==> config.mk <==
export PLATFORM = sky130hd
export DESIGN_NAME = hex_string_tx
export DESIGN_NICKNAME = d
export VERILOG_FILES = /design/src/rtl/hex_str_pkg.sv /design/src/rtl/nibble_to_ascii.sv /design/src/rtl/hex_string_tx.sv
export SDC_FILE = /design/constraint.sdc
export NUM_CORES = 1
export LEC_CHECK = 0
export CELL_PAD_IN_SITES_DETAIL_PLACEMENT = 0
export CELL_PAD_IN_SITES_GLOBAL_PLACEMENT = 1
export CORE_MARGIN = 4
export CORE_UTILIZATION = 40
export DETAILED_ROUTE_END_ITERATION = 8
export GPL_TIMING_DRIVEN = 0
export HOLD_SLACK_MARGIN = 0.08
export PLACE_DENSITY_LB_ADDON = 0.05
export SLEW_MARGIN = 25
export SYNTH_ARGS = -nofsm -noshare
export SYNTH_HDL_FRONTEND = slang
export SYNTH_HIERARCHICAL = 1
export SYNTH_SLANG_ARGS = --single-unit
export TNS_END_PERCENT = 30
==> constraint.sdc <==
create_clock -name clk -period 3.2 [get_ports clk]
set_input_delay 0.48 -clock clk [delete_from_list [all_inputs] [get_ports clk]]
set_output_delay 0.48 -clock clk [all_outputs]
set_load 0.02 [all_outputs]
==> src/rtl/hex_str_pkg.sv <==
// rtl/hex_str_pkg.sv - shared state encoding and ASCII constants for the hex-string link
package hex_str_pkg;

  // Encoding is shared with the receiving checker FSM; keep values fixed.
  typedef enum logic [2:0] {
    IDLE     = 3'd0,
    START    = 3'd1,
    STOP     = 3'd2,
    HEXDIGIT = 3'd4
  } hex_state_e;

  localparam logic [7:0] ASCII_NUL = 8'h00;
  localparam logic [7:0] ASCII_0   = 8'h30;
  localparam logic [7:0] ASCII_UA  = 8'h41;
  localparam logic [7:0] ASCII_LA  = 8'h61;

endpackage

==> src/rtl/nibble_to_ascii.sv <==
// rtl/nibble_to_ascii.sv - 4-bit nibble to ASCII hex character (LOWERCASE_HEX_EN selects a-f)
module nibble_to_ascii
  import hex_str_pkg::*;
(
  input  logic [3:0] nib_i,
  output logic [7:0] ascii_o
);

`ifdef LOWERCASE_HEX_EN
  localparam logic [7:0] ALPHA_BASE = ASCII_LA;
`else
  localparam logic [7:0] ALPHA_BASE = ASCII_UA;
`endif

  always_comb begin
    if (nib_i < 4'd10) begin
      ascii_o = ASCII_0 + {4'h0, nib_i};
    end else begin
      ascii_o = ALPHA_BASE + {4'h0, nib_i} - 8'd10;
    end
  end

endmodule

==> src/rtl/hex_string_tx.sv <==
// rtl/hex_string_tx.sv - serializes a DIGITS-nibble word as 0x00, hex chars (MSB first), 0x00
// Optional: LOWERCASE_HEX_EN (lowercase a-f characters).
module hex_string_tx
  import hex_str_pkg::*;
#(
  parameter int DIGITS = 8
) (
  input  logic                  clk,
  input  logic                  rst_n,
  input  logic                  load_valid,
  input  logic [4*DIGITS-1:0]   load_data,
  output logic                  load_ready,
  output logic [7:0]            tx_data,
  output logic                  tx_valid,
  input  logic                  tx_ready,
  output logic                  tx_last,
  output logic                  busy
);

  localparam int DATA_W = 4 * DIGITS;
  localparam logic [3:0] K_LAST = 4'(DIGITS - 1);

  if (DIGITS < 1 || DIGITS > 15) begin : g_bad_digits
    $error("hex_string_tx: DIGITS must be within 1..15");
  end

  hex_state_e        state_q, state_d;
  logic [3:0]        k_q, k_d;
  logic [DATA_W-1:0] word_q, word_d;
  logic [7:0]        tx_data_q, tx_data_d;
  logic              tx_valid_q, tx_valid_d;
  logic              tx_last_q, tx_last_d;

  logic [DATA_W-1:0] word_shift;
  logic [3:0]        nib;
  logic [7:0]        nib_ascii;
  logic              xfer;

  assign xfer       = tx_valid_q && tx_ready;
  assign word_shift = word_q << 4;
  // START emits the top nibble as-is; HEXDIGIT emits the nibble that becomes top after the shift.
  assign nib        = (state_q == START) ? word_q[DATA_W-1 -: 4] : word_shift[DATA_W-1 -: 4];

  nibble_to_ascii u_nib (
    .nib_i   (nib),
    .ascii_o (nib_ascii)
  );

  always_comb begin
    state_d    = state_q;
    k_d        = k_q;
    word_d     = word_q;
    tx_data_d  = tx_data_q;
    tx_valid_d = tx_valid_q;
    tx_last_d  = tx_last_q;
    case (state_q)
      IDLE: begin
        if (load_valid) begin
          state_d    = START;
          word_d     = load_data;
          tx_valid_d = 1'b1;
          tx_data_d  = ASCII_NUL;
          tx_last_d  = 1'b0;
        end
      end
      START: begin
        if (xfer) begin
          state_d   = HEXDIGIT;
          k_d       = 4'd0;
          tx_data_d = nib_ascii;
        end
      end
      HEXDIGIT: begin
        if (xfer) begin
          if (k_q == K_LAST) begin
            state_d   = STOP;
            tx_data_d = ASCII_NUL;
            tx_last_d = 1'b1;
          end else begin
            k_d       = k_q + 4'd1;
            word_d    = word_shift;
            tx_data_d = nib_ascii;
          end
        end
      end
      STOP: begin
        if (xfer) begin
          state_d    = IDLE;
          tx_valid_d = 1'b0;
          tx_last_d  = 1'b0;
        end
      end
      default: begin
        state_d    = IDLE;
        tx_valid_d = 1'b0;
        tx_last_d  = 1'b0;
      end
    endcase
  end

  always_ff @(posedge clk or negedge rst_n) begin
    if (!rst_n) begin
      state_q    <= IDLE;
      k_q        <= 4'd0;
      word_q     <= '0;
      tx_data_q  <= ASCII_NUL;
      tx_valid_q <= 1'b0;
      tx_last_q  <= 1'b0;
    end else begin
      state_q    <= state_d;
      k_q        <= k_d;
      word_q     <= word_d;
      tx_data_q  <= tx_data_d;
      tx_valid_q <= tx_valid_d;
      tx_last_q  <= tx_last_d;
    end
  end

  assign load_ready = (state_q == IDLE);
  assign busy       = (state_q != IDLE);
  assign tx_data    = tx_data_q;
  assign tx_valid   = tx_valid_q;
  assign tx_last    = tx_last_q;

endmodule

==> metrics <==
status=finished, final reports clean; vias per inst=5.39; static leakage power=1.35 nW; asr flop ratio synth=1.00; height of the die=87.1 microns; final hold slack=~200 ps; Port Buf Inserts=47; maximum buffer depth of the clock tree=2; share of layout cells above drive strength 1=0.130; worst min-delay path class=in2async; Rows=28; DRT Pass-1 Iters=4; Post-synth EDFFs=0; clk sinks=49; Final Max Slew Viols=0; Clk Latency, worst-skew pair=300 ps; Synth Area in Compound Gates=0.220; Core Area=5990 sq um; routed wire length=~5800 microns; final worst-path cycle share=0.789; number of synthesized register bits=49; MaxCap Viol Count=0; synth top area cells=dfrtp_1, o21ai_0, mux2i_1; Synth Flop Type=dfrtp_1; routed via count=1,978; Post-CTS Setup Bufs=0; die area=7590 sq um; DIE WIDTH=~87 microns; Post-Synth Adder-Cell Area=0.00999; PD cells=between 800 and 900 nW/um^2; Peak VDD IR=0.390 mV; mean post-synth cell area=between 10 and 15 sq um; initial antenna violation count=0; Final #Nets=330; achievable frequency=~0.40 GHz; placer congestion estimate=0.772; Fin Clk Skew=8.57 ps; register area share after synthesis=0.490; H-tree Lvls=2; Worst-path clk slew=90 ps; gr usage total=0.160; Top Ports=48; Cell variety after synth=43; synthesized net count=276; CTS Hold Bufs=0; Finished Core Util=0.526; clk root buf=clkbuf_8; Yosys warnings=6; R2R Setup Slk=770 ps; CP required=2720 ps; fraction of the mapped netlist area in simple logic gates=0.0874; Synth Area in XOR/XNOR=0.00699; Startpoint Class=flop; CTS tree=built; DR iter-0 viols=66; wire per inst=roughly 16 microns; Worst Tran Pin Value=668 ps; post-route antenna net violation count=0; Starting Density=0.418; CP Data Arrival Time=about 2100 ps; Mapped Area=2500 sq um; number of global-route vias before repair=1,917; top-count cell post-synth=o21ai_0; post-synthesis mux area share=0.138; Ant. Diodes=0; Final Critical Period=between 2000 and 3000 ps; unrepaired setup endpoints after global routing=no; PostCTS Resize Cnt=0; largest net degree at the start of global routing=50; synth cell count leaders=o21ai_0, dfrtp_1, mux2i_1; Slew headroom=0.551; TritonCTS Buffers=5; Crit Path Category=reg2out; largest family of logic cells by synthesized area=compound AO/OA/AOI/OAI gates; final hold viol count=0; Setup TNS=0 ps; crit end category=output pin; first-pass GRT wire length=9490 microns; cells after synthesis=238; setup violators final=0; Layout area overhead=25.9%; DP HPWL=about 4000 microns; grt ovf=0; Yosys top cell by area=dfrtp_1; worst-path maximum fanout=10; Residual DRC=0; top-area cell type share of the netlist area=0.490
## metal layers
metal	global-route usage	routed length, microns	vias up
li1	-	-	981
met1	0.209	2640	949
met2	0.276	2860	44
met3	0.0246	244	4
met4	0.0460	40	0
met5	0	0	-
## area by class of cell
| cell class | instances | area, sq um |
|---|---|---|
| fill | 567 | 2840 |
| clock buffer | 7 | 86.3 |
| tap | 75 | 93.8 |
| buffer | 18 | 100 |
| sequential | 49 | 1230 |
| multi-input combinational | 167 | 1160 |
| inverter | 4 | 15.0 |
| timing repair buffer | 47 | 468 |
## final timing paths
check                      startpoint          to  cells after the start
setup / recovery           state_q[2]  load_ready                      5
hold / removal                  rst_n      k_q[1]                      1
setup reg to reg           state_q[1]  tx_data[2]                      9
hold reg to reg                k_q[3]      k_q[3]                      1
max in group asynchronous       rst_n   word_q[8]                      1
min in group clk               k_q[3]      k_q[3]                      1
## placed cells by master, fill, tap and decap left out, types with 5 or more instances in the layout
master,n
o21ai_0,60
mux2i_1,29
dfrtp_1,49
a22o_1,5
a32o_2,8
nor2_1,5
a21oi_1,7
buf_2,8
clkbuf_8,6
clkdlybuf4s50_1,46
## worst max-delay path: stages, from the launching register on
cell and delay (ps):
dfrtp_1 370, buf_4 150, buf_4 180, or3_1 400, inv_1 60, clkdlybuf4s50_1 590
## through the flow
step	total power [mW]	instances	instance area (sq um)	worst slack [ps]
after floorplan	2.01	238	2500	994
after global placement	2.43	360	3070	119
after detailed placement	2.44	360	3070	803
after CTS	2.82	367	3150	651
after global routing	3.03	367	3150	592
final	2.79	367	3150	674
## flip-flops by register name, summed over array words and instances, names as in the netlist
register	count
tx_last	1
tx_data	8
word_q	32
tx_valid	1
state_q	3
k_q	4
## logic make-up (layout without fill, tap and decap cells)
logic type / count (synthesis) / in the layout
other: 1 / 1
muxes: 34 / 34
DFF: 49 / 49
and+or+nand+nor: 37 / 37
adders and majority gates: 2 / 2
buffers and inverters: 22 / 76
xor gates and xnor gates: 2 / 2
AOI/OAI and AO/OA: 91 / 91
## where the power goes
group | switching, mW | internal, mW | total [mW]
sequential | 0.151 | 0.879 | 1.03
clock | 0.201 | 0.172 | 0.373
combinational | 0.746 | 0.638 | 1.38
No activity file was read; power rests on OpenSTA's default activity.
